[config.mk]
export PLATFORM = sky130hd
export DESIGN_NAME = seven_seg_capture_flat
export DESIGN_NICKNAME = d
export VERILOG_FILES = /design/src/rtl/seven_seg_capture_if.sv /design/src/rtl/seven_seg_capture.sv /design/src/flat_wrapper.sv
export SDC_FILE = /design/constraint.sdc
export NUM_CORES = 1
export LEC_CHECK = 0
export CAP_MARGIN = 20
export CORE_ASPECT_RATIO = 1.25
export CORE_UTILIZATION = 46
export CTS_CLUSTER_SIZE = 30
export DETAILED_ROUTE_END_ITERATION = 12
export PLACE_DENSITY = 0.7
export SETUP_SLACK_MARGIN = 0.02
export SYNTH_ARGS = -nofsm -noshare
export SYNTH_HDL_FRONTEND = slang
export SYNTH_SLANG_ARGS = --single-unit
[constraint.sdc]
create_clock -name clk -period 14.1 [get_ports clk]
set_clock_uncertainty 0.1 [all_clocks]
set_input_delay 1.41 -clock clk [delete_from_list [all_inputs] [get_ports clk]]
set_output_delay 1.41 -clock clk [all_outputs]
set_load 0.005 [all_outputs]
[src/rtl/seven_seg_capture_if.sv]
// rtl/seven_seg_capture_if.sv - display bus and capture result bundle for seven_seg_capture
//
// Signals:
//   seg          7-bit segment lines, bit0=a ... bit6=g
//   an           4-bit active-low anode selects, an[0]=digit0
//   bcd0..bcd3   captured digit values
//   digit_valid  per-digit "captured recently" flags
//   digit_blank  per-digit "last capture was all segments off"
//   digit_err    per-digit "last capture was undecodable"
//   frame_valid  one-cycle pulse when all four digits have been captured
// Modports:
//   master  drives the display bus and observes results (display driver / bench side)
//   slave   receives the display bus and produces results (capture block side)
interface seven_seg_capture_if;
    logic [6:0] seg;
    logic [3:0] an;
    logic [3:0] bcd0;
    logic [3:0] bcd1;
    logic [3:0] bcd2;
    logic [3:0] bcd3;
    logic [3:0] digit_valid;
    logic [3:0] digit_blank;
    logic [3:0] digit_err;
    logic       frame_valid;

    modport master (
        output seg, an,
        input  bcd0, bcd1, bcd2, bcd3, digit_valid, digit_blank, digit_err, frame_valid
    );

    modport slave (
        input  seg, an,
        output bcd0, bcd1, bcd2, bcd3, digit_valid, digit_blank, digit_err, frame_valid
    );
endinterface

[src/rtl/seven_seg_capture.sv]
// rtl/seven_seg_capture.sv - multiplexed 4-digit 7-segment bus receiver and BCD decoder
//
// Optional feature macro: SEVEN_SEG_HEX_DECODE_EN (also decode A-F patterns to 0xA-0xF).
//
// Ports:
//   clk  system clock
//   rst  asynchronous active-high reset
//   bus  seven_seg_capture_if.slave: seg/an in; bcd0..3, digit_valid, digit_blank,
//        digit_err, frame_valid out
// Parameters:
//   SETTLE_CYCLES   stable synchronized cycles required before a capture (>= 1)
//   TIMEOUT_CYCLES  cycles without capture before a digit's valid clears (>= 2)
//   SEG_ACTIVE_LOW  1: seg bit 0 lights a segment; 0: seg bit 1 lights it
module seven_seg_capture #(
    parameter int SETTLE_CYCLES  = 16,
    parameter int TIMEOUT_CYCLES = 1048576,
    parameter int SEG_ACTIVE_LOW = 1
) (
    input  logic                clk,
    input  logic                rst,
    seven_seg_capture_if.slave  bus
);

    localparam int CW = $clog2(SETTLE_CYCLES + 1);
    localparam int TW = $clog2(TIMEOUT_CYCLES + 1);
    localparam logic [CW-1:0] SETTLE_LAST = CW'(SETTLE_CYCLES - 1);
    localparam logic [TW-1:0] TMO_LAST    = TW'(TIMEOUT_CYCLES - 1);

    typedef enum logic [1:0] {
        IDLE     = 2'd0,
        SETTLE   = 2'd1,
        CAPTURED = 2'd2
    } state_t;

    logic [6:0]          seg_s1_q, seg_s2_q;
    logic [3:0]          an_s1_q, an_s2_q;
    logic [10:0]         s_prev_q, s_prev_d;
    state_t              state_q, state_d;
    logic [CW-1:0]       cnt_q, cnt_d;
    logic [3:0][3:0]     bcd_q, bcd_d;
    logic [3:0]          valid_q, valid_d;
    logic [3:0]          blank_q, blank_d;
    logic [3:0]          err_q, err_d;
    logic [3:0]          seen_q, seen_d;
    logic                frame_q, frame_d;
    logic [3:0][TW-1:0]  tmo_q, tmo_d;

    logic [6:0]  pat;
    logic [10:0] samp;
    logic [3:0]  sel_n;
    logic        one_hot;
    logic [1:0]  sel_idx;
    logic        changed;
    logic        capture;
    logic [3:0]  dec_val;
    logic        dec_ok;
    logic        is_blank;
    logic [3:0]  seen_next;

    always_comb begin
        pat      = (SEG_ACTIVE_LOW != 0) ? ~seg_s2_q : seg_s2_q;
        samp     = {an_s2_q, pat};
        s_prev_d = samp;
        sel_n    = ~an_s2_q;
        one_hot  = $onehot(sel_n);
        changed  = (samp != s_prev_q);

        sel_idx = 2'd0;
        case (sel_n)
            4'b0010: sel_idx = 2'd1;
            4'b0100: sel_idx = 2'd2;
            4'b1000: sel_idx = 2'd3;
            default: sel_idx = 2'd0;
        endcase

        is_blank = (pat == 7'h00);
        dec_ok   = 1'b1;
        dec_val  = 4'd0;
        case (pat)
            7'h3F: dec_val = 4'd0;
            7'h06: dec_val = 4'd1;
            7'h5B: dec_val = 4'd2;
            7'h4F: dec_val = 4'd3;
            7'h66: dec_val = 4'd4;
            7'h6D: dec_val = 4'd5;
            7'h7D: dec_val = 4'd6;
            7'h07: dec_val = 4'd7;
            7'h7F: dec_val = 4'd8;
            7'h6F: dec_val = 4'd9;
`ifdef SEVEN_SEG_HEX_DECODE_EN
            7'h77: dec_val = 4'hA;
            7'h7C: dec_val = 4'hB;
            7'h39: dec_val = 4'hC;
            7'h5E: dec_val = 4'hD;
            7'h79: dec_val = 4'hE;
            7'h71: dec_val = 4'hF;
`endif
            default: dec_ok = 1'b0;
        endcase

        state_d = state_q;
        cnt_d   = cnt_q;
        capture = 1'b0;
        case (state_q)
            IDLE: begin
                if (one_hot) begin
                    state_d = SETTLE;
                    cnt_d   = '0;
                end
            end
            SETTLE: begin
                if (!one_hot) begin
                    state_d = IDLE;
                    cnt_d   = '0;
                end else if (changed) begin
                    // Ghosting or anode switch: restart the stability window.
                    cnt_d = '0;
                end else if (cnt_q == SETTLE_LAST) begin
                    capture = 1'b1;
                    state_d = CAPTURED;
                    cnt_d   = '0;
                end else begin
                    cnt_d = cnt_q + 1'b1;
                end
            end
            CAPTURED: begin
                if (!one_hot) begin
                    state_d = IDLE;
                    cnt_d   = '0;
                end else if (changed) begin
                    state_d = SETTLE;
                    cnt_d   = '0;
                end
            end
            default: begin
                state_d = IDLE;
                cnt_d   = '0;
            end
        endcase

        bcd_d     = bcd_q;
        valid_d   = valid_q;
        blank_d   = blank_q;
        err_d     = err_q;
        seen_d    = seen_q;
        frame_d   = 1'b0;
        tmo_d     = tmo_q;
        seen_next = '0;

        // Timeouts are applied first so that a capture in the same cycle overrides them.
        for (int i = 0; i < 4; i++) begin
            if (tmo_q[i] != TMO_LAST) begin
                tmo_d[i] = tmo_q[i] + 1'b1;
            end
            if (tmo_d[i] == TMO_LAST) begin
                valid_d[i] = 1'b0;
                seen_d[i]  = 1'b0;
            end
        end

        if (capture) begin
            valid_d[sel_idx] = 1'b1;
            tmo_d[sel_idx]   = '0;
            if (is_blank) begin
                blank_d[sel_idx] = 1'b1;
                err_d[sel_idx]   = 1'b0;
            end else if (dec_ok) begin
                bcd_d[sel_idx]   = dec_val;
                blank_d[sel_idx] = 1'b0;
                err_d[sel_idx]   = 1'b0;
            end else begin
                blank_d[sel_idx] = 1'b0;
                err_d[sel_idx]   = 1'b1;
            end
            seen_next          = seen_d;
            seen_next[sel_idx] = 1'b1;
            if (seen_next == 4'b1111) begin
                frame_d = 1'b1;
                seen_d  = 4'b0000;
            end else begin
                seen_d  = seen_next;
            end
        end
    end

    always_ff @(posedge clk or posedge rst) begin
        if (rst) begin
            seg_s1_q <= '0;
            seg_s2_q <= '0;
            an_s1_q  <= 4'hF;
            an_s2_q  <= 4'hF;
            s_prev_q <= '0;
            state_q  <= IDLE;
            cnt_q    <= '0;
            bcd_q    <= '0;
            valid_q  <= '0;
            blank_q  <= '0;
            err_q    <= '0;
            seen_q   <= '0;
            frame_q  <= 1'b0;
            tmo_q    <= '0;
        end else begin
            seg_s1_q <= bus.seg;
            seg_s2_q <= seg_s1_q;
            an_s1_q  <= bus.an;
            an_s2_q  <= an_s1_q;
            s_prev_q <= s_prev_d;
            state_q  <= state_d;
            cnt_q    <= cnt_d;
            bcd_q    <= bcd_d;
            valid_q  <= valid_d;
            blank_q  <= blank_d;
            err_q    <= err_d;
            seen_q   <= seen_d;
            frame_q  <= frame_d;
            tmo_q    <= tmo_d;
        end
    end

    assign bus.bcd0        = bcd_q[0];
    assign bus.bcd1        = bcd_q[1];
    assign bus.bcd2        = bcd_q[2];
    assign bus.bcd3        = bcd_q[3];
    assign bus.digit_valid = valid_q;
    assign bus.digit_blank = blank_q;
    assign bus.digit_err   = err_q;
    assign bus.frame_valid = frame_q;

endmodule

[src/flat_wrapper.sv]
// flat-port wrapper written by rule: the top's interface ports become plain ports
module seven_seg_capture_flat 
#(
    parameter int SETTLE_CYCLES  = 16,
    parameter int TIMEOUT_CYCLES = 1048576,
    parameter int SEG_ACTIVE_LOW = 1
)
  (clk, rst, bus_seg, bus_an, bus_bcd0, bus_bcd1, bus_bcd2, bus_bcd3, bus_digit_valid, bus_digit_blank, bus_digit_err, bus_frame_valid);
  seven_seg_capture_if bus_i ();
  input  logic clk;
  input  logic rst;
  input wire logic [$bits(bus_i.seg)-1:0] bus_seg;
  input wire logic [$bits(bus_i.an)-1:0] bus_an;
  output wire logic [$bits(bus_i.bcd0)-1:0] bus_bcd0;
  output wire logic [$bits(bus_i.bcd1)-1:0] bus_bcd1;
  output wire logic [$bits(bus_i.bcd2)-1:0] bus_bcd2;
  output wire logic [$bits(bus_i.bcd3)-1:0] bus_bcd3;
  output wire logic [$bits(bus_i.digit_valid)-1:0] bus_digit_valid;
  output wire logic [$bits(bus_i.digit_blank)-1:0] bus_digit_blank;
  output wire logic [$bits(bus_i.digit_err)-1:0] bus_digit_err;
  output wire logic [$bits(bus_i.frame_valid)-1:0] bus_frame_valid;
  assign bus_i.seg = bus_seg;
  assign bus_i.an = bus_an;
  assign bus_bcd0 = bus_i.bcd0;
  assign bus_bcd1 = bus_i.bcd1;
  assign bus_bcd2 = bus_i.bcd2;
  assign bus_bcd3 = bus_i.bcd3;
  assign bus_digit_valid = bus_i.digit_valid;
  assign bus_digit_blank = bus_i.digit_blank;
  assign bus_digit_err = bus_i.digit_err;
  assign bus_frame_valid = bus_i.frame_valid;
  seven_seg_capture #(.SETTLE_CYCLES(SETTLE_CYCLES), .TIMEOUT_CYCLES(TIMEOUT_CYCLES), .SEG_ACTIVE_LOW(SEG_ACTIVE_LOW)) u_core (.clk(clk), .rst(rst), .bus(bus_i));
endmodule
======== After elaboration in Yosys (flattened, before gate mapping) ========
Cells that the tools add are included.
Widths: inputs -> output; s select.
cells by class
  add/sub/neg operators ................... 8
  order comparisons ....................... 2
  eq/ne operators ......................... 31
  multiplexer cells ....................... 49
  bitwise operators ....................... 12
  reductions and logical operators ........ 7
operators with widths
  cell                   count
  $mux 21                5
  $add 21x1->21 const B  4
  $and 84x84->84         1
  $eq 21x20->1 const B   4
  $mux 84                1
  $ne 21x20->1 const B   4
  $not 84->84            1
  $eq 7x7->1 const B     7
  $demux 21 s2           1
  $pmux 4 s9             1
  $mux 5                 6
  $mux 4                 7
  $bwmux 16              1
  $mux 1                 16
  $or 4x4->4             4
  $pmux 5 s3             1
  $eq 7x3->1 const B     2
  $mux 2                 6
  $pmux 2 s3             2
  $ne 11x11->1           1
  $reduce_or 10->1       1
  $ne 3x3->1 const B     3
  $and 4x4->4            2
  $demux 4 s2            1
  24 further kinds       27
word-level totals
  register bits ........................... 157
  output and inout bits ................... 29
  logic and storage cells ................. 129

======== Logic depth before layout (Yosys ltp) ========
  depth after elaboration ................. 11
  gate-level depth with buffers ........... 12
  mapped depth without buffers ............ 12

======== Worst setup path before layout ========
OpenSTA, ideal clock, no wires.
  path kind ............................... register to register
  start ................................... reg u_core.an_s2_q[0]
  end ..................................... reg u_core.seen_q[3]
  library setup time ...................... 0.138 ns
  arrival ................................. 3.256 ns
  slack ................................... 10.606 ns
  stages on the path, launching flop included .. 13
  cell sequence ........................... dfstp_2 inv_1 ha_1 ha_1 fa_1 nor3b_1 nand2_1 nor4_2 and3_1 clkbuf_2 o41ai_2 a2111oi_2 nor2_1
between the ends
  longest elaborated chain between the ends .. 11
  elaborated cells on any way between the ends .. 21
  those cells by class .................... add/sub: 2; order compare: 2; eq/ne: 6; mux: 8; bitwise: 2; reduce/logical: 1
RTL lines
  what                                                            line                      text
  from (decl)                                                     seven_seg_capture.sv:36   logic [3:0] an_s1_q, an_s2_q;
  from (signal assigned)                                          seven_seg_capture.sv:206  an_s2_q <= an_s1_q;
  $not 4->4                                                       seven_seg_capture.sv:64   sel_n = ~an_s2_q;
  $eq 4x4->1, or another cell as far along                        seven_seg_capture.sv:69   case (sel_n)
  $pmux 2 s3                                                      seven_seg_capture.sv:69
  $lt 2x3->1 (not written as such) or $ge 2x1->1 (tied branches)  seven_seg_capture.sv:176  seen_next[sel_idx] = 1'b1;
  $logic_and 1x1->1 (not written as such)                         seven_seg_capture.sv:176
  $mux 1 (not written as such)                                    seven_seg_capture.sv:176
  $demux 1 s2                                                     n/a
  $or 4x4->4 (no line)                                            n/a
  $eq 4x4->1                                                      seven_seg_capture.sv:177  if (seen_next == 4'b1111) begin
  $mux 4                                                          seven_seg_capture.sv:177
  $mux 4 (*)                                                      seven_seg_capture.sv:161  if (capture) begin
  named net u_core.seen_d[3]                                      seven_seg_capture.sv:44   logic [3:0] seen_q, seen_d;
  to (signal assigned)                                            seven_seg_capture.sv:214  seen_q <= seen_d;
  to (decl)                                                       seven_seg_capture.sv:44
Mark *: on every way through the listed nets, which the timed path passes. The rest lies on a longest branch.
A chain may end at the register's enable or synchronous reset.

======== Final worst setup path ========
  start ................................... reg u_core.an_s2_q[2]
  end ..................................... reg u_core.seen_q[3]
The elaborated chain is that of the path after synthesis.

==> metrics.yaml <==
final_cell_mix: "149 x dfrtp_1, 107 x nor2_1, 76 x nand2_1"
cts-root-buf: "clkbuf_16"
cts.sinks: 157
synth_fp_nets: 892
cp_common_cell: "ha_1"
numCtsBuffers: 17
grt_setup_unrepaired: "false"
holdPathStages: 0
cp.arrival_ns: 4.44
die_w_um: 123
fillerInstances: 1544
final_core_util_pct: 54.3
drt-initial-drc-count: 460
final-setup-viol-count: 0
startpoint_type: "flop"
syn_inst: 865
cts_setup_buffers: 0
cp_top_family: "simple AND/OR/NAND/NOR gates"
ctsHoldBuffers: 0
maxSlewViolCount: 0
status: "complete, no violations"
place_area_um2: 8950
synth_edf_count: 0
avgSynthCellArea_um2: 9.68
hpwl_mm: 12.8
post_synth_num_cell_types: 82
final_layout_size_suffix_gt1_share_pct: 9.88
worst_slack_ns: 9.86
cp_slowest_stage_delay_ns: 0.65
ios: 42
cp_max_fo: 16
crit_buf_inv: 1
p_switching_mw: 0.219
p_leak_nw: 3.91
worstPathCellList: "inv_1 > ha_1 > ha_1 > fa_1 > nor3b_1 > nand2_1 > nor4_2 > and3_1 > o41ai_2 > a2111oi_2 > nor2_1"
worstHoldEndpoint: "u_core.seg_s2_q[6]"
synth-main-ff-cell: "dfrtp_1"
synth_seq_area_share_pct: 47.1
final_area_um2: 9570
ctsLongestPathBuffers: 2
via_count: 6552
wire_per_inst_um: 16.0
viasPerCell: 5.77
dieArea_um2: 18700
yosysWarningCount: 0
p_seq_share_pct: 48.6
final_nets: 925
power_frac_comb_pct: 3.2
layout-area-overhead-vs-synth_pct: 14.3
slowest_stage: "and3_1"
worst_pin_slew_ns: 0.840
route.detailed.drc: 0
hold_viol_final: 0
synth_top_area_cell: "dfrtp_1"
clk_pin_slew_ns: 0.06
portBuffers: 41
multiInputGateArea_um2: 4190
cp_data_required_time_ns: 14.29
coreArea_um2: 17600
rr_startpoint: "u_core.an_s2_q[2]"
final_common_cell: "dfrtp_1"
cts_resized: 0
rrSetupSlack_ns: 9.86
synthDominantCellAreaShare_pct: 44.5
min_from: "u_core.seg_s1_q[6]"
period_needed_ns: 4.24
switching_share_pct: 23.0
synthesis.area_um2: 8370
p_int_mw: 0.732
cts_tree: "done"
synthArstFlopShare_pct: 100
rows: 54
diodes: 0
regArea_um2: 3940
drtPass1Iterations: 5
cap_violations: 0
yosys_register_bits: 157
first_global_vias: 6356
grt_first_pass_wirelength_mm: 31.1
reg2reg_depth: 11
clk_latency_ns: 0.43
place.gp.congestion: 0.896
die_y_um: 153
post-place-ws_ns: 9.79
critPathCaptureType: "flop"
grt_max_degree: 86
grt_overflow: 0
timing.fmax_ghz: 0.236
ir_worst_vdd_v: 0.0000954
path_class: "reg -> reg"
min_path_type: "reg -> reg"
grt.total_usage_pct: 20.9
clockPowerShare_pct: 48.2
fin_crit_sh_pct: 30.1
synthTopCellsByArea: "dfrtp_1 45%, nor2_1 4.8%, xnor2_1 4.6%"
power.density_nw_per_um2: 99.4
relSlewSlack_pct: 43.5
wirelength_mm: 18.2
antenna_found_initial: 0
antenna_left: 0
fin_tns_setup_ns: 0
cts-htree-levels: 4
r2r-end: "u_core.seen_q[3]"
start_util_pct: 47.5
-- kinds of logic (layout without fill, tap and decap cells) --
family | after synthesis | in the layout | synth area share [%]
DFF | 157 | 157 | 47.1
xor gates and xnor gates | 71 | 71 | 7.43
adders and majority gates | 14 | 14 | 2.18
and+or+nand+nor | 402 | 402 | 25.7
AOI/OAI and AO/OA | 141 | 141 | 12.0
buffers and inverters | 59 | 105 | 2.93
muxes | 21 | 21 | 2.78
-- worst max path at each step --
stage                                   to  slack (ns)  cells past startpoint         startpoint
after floorplan                  async pin        8.37                      1                rst
after global placement    u_core.seen_q[3]        9.95                     11  u_core.an_s2_q[2]
after detailed placement  u_core.seen_q[3]        9.79                     11  u_core.an_s2_q[2]
after CTS                 u_core.seen_q[3]        9.79                     11  u_core.an_s2_q[2]
after global routing      u_core.seen_q[1]        9.47                     11  u_core.an_s2_q[2]
final                     u_core.seen_q[3]        9.86                     11  u_core.an_s2_q[2]
-- synthesized netlist by cell type (4+ instances only) --
cell type,n
a211oi_1,8
a21o_1,4
a21oi_1,25
a31oi_1,6
and2_1,8
and3_1,17
and4_1,9
buf_2,11
clkbuf_1,14
clkbuf_2,5
dfrtp_1,149
dfstp_2,8
ha_1,13
inv_1,27
mux2_2,18
nand2_1,76
nand2b_1,6
nand3_1,38
nand3b_1,5
nand4_1,25
nor2_1,107
nor2b_1,12
nor3_1,32
nor3b_1,5
nor4_1,11
nor4_2,5
nor4b_1,6
o21ai_0,34
o22ai_1,4
o31ai_1,8
or3_1,10
or4_1,6
xnor2_1,44
xor2_1,27
-- sequential cells by signal (all words and copies together), names as in the netlist, 5 cells and up, named ones only --
signal           flops
u_core.tmo_q        84
u_core.seg_s2_q      7
u_core.s_prev_q     11
u_core.seg_s1_q      7
u_core.cnt_q         5
-- worst reg2reg max path, cell delays in order (launching register included) --
cell and delay, ns:
dfstp_2 0.58, inv_1 0.07, ha_1 0.29, ha_1 0.19, fa_1 0.43, nor3b_1 0.46, nand2_1 0.12, nor4_2 0.38
and3_1 0.65, o41ai_2 0.23, a2111oi_2 0.52, nor2_1 0.10
-- layer usage --
layer  global-route usage (%)  routed length, um  up-vias
met2                     33.8               9030      149
met3                     4.51                631       33
met5                        0                  0        -
met4                     7.78                364        0
met1                     27.2               8130     3177
li1                         -                  -     3193
-- cell type report --
class / count / area share (%)
inverters: 27 / 1.11
repair buffers: 46 / 4.89
clock buffers: 19 / 4.52
multi-input cells: 649 / 43.8
clock inverters: 13 / 1.62
flip-flops and latches: 157 / 41.2
well taps: 224 / 2.93
-- power groups by stage --
| stage | clock network, mW | registers (mW) | logic (mW) |
|---|---|---|---|
| 2_1_floorplan | 0 | 0.468 | 0.0219 |
| 3_3_place_gp | 0 | 0.470 | 0.0299 |
| 3_5_place_dp | 0 | 0.470 | 0.0304 |
| 4_1_cts | 0.471 | 0.462 | 0.0306 |
| 5_1_grt | 0.490 | 0.462 | 0.0355 |
| 6_report | 0.459 | 0.462 | 0.0308 |
-- per-stage QoR --
step | std cells | hold slack [ns] | power [mW]
detailed placement | 1102 | 0.235 | 0.500
finish | 1135 | 0.248 | 0.951
global placement | 1102 | 0.231 | 0.499
global route | 1135 | 0.263 | 0.987
floorplan | 865 | 0.231 | 0.489
CTS | 1134 | 0.251 | 0.963
Power figures use the tool's default switching activity.
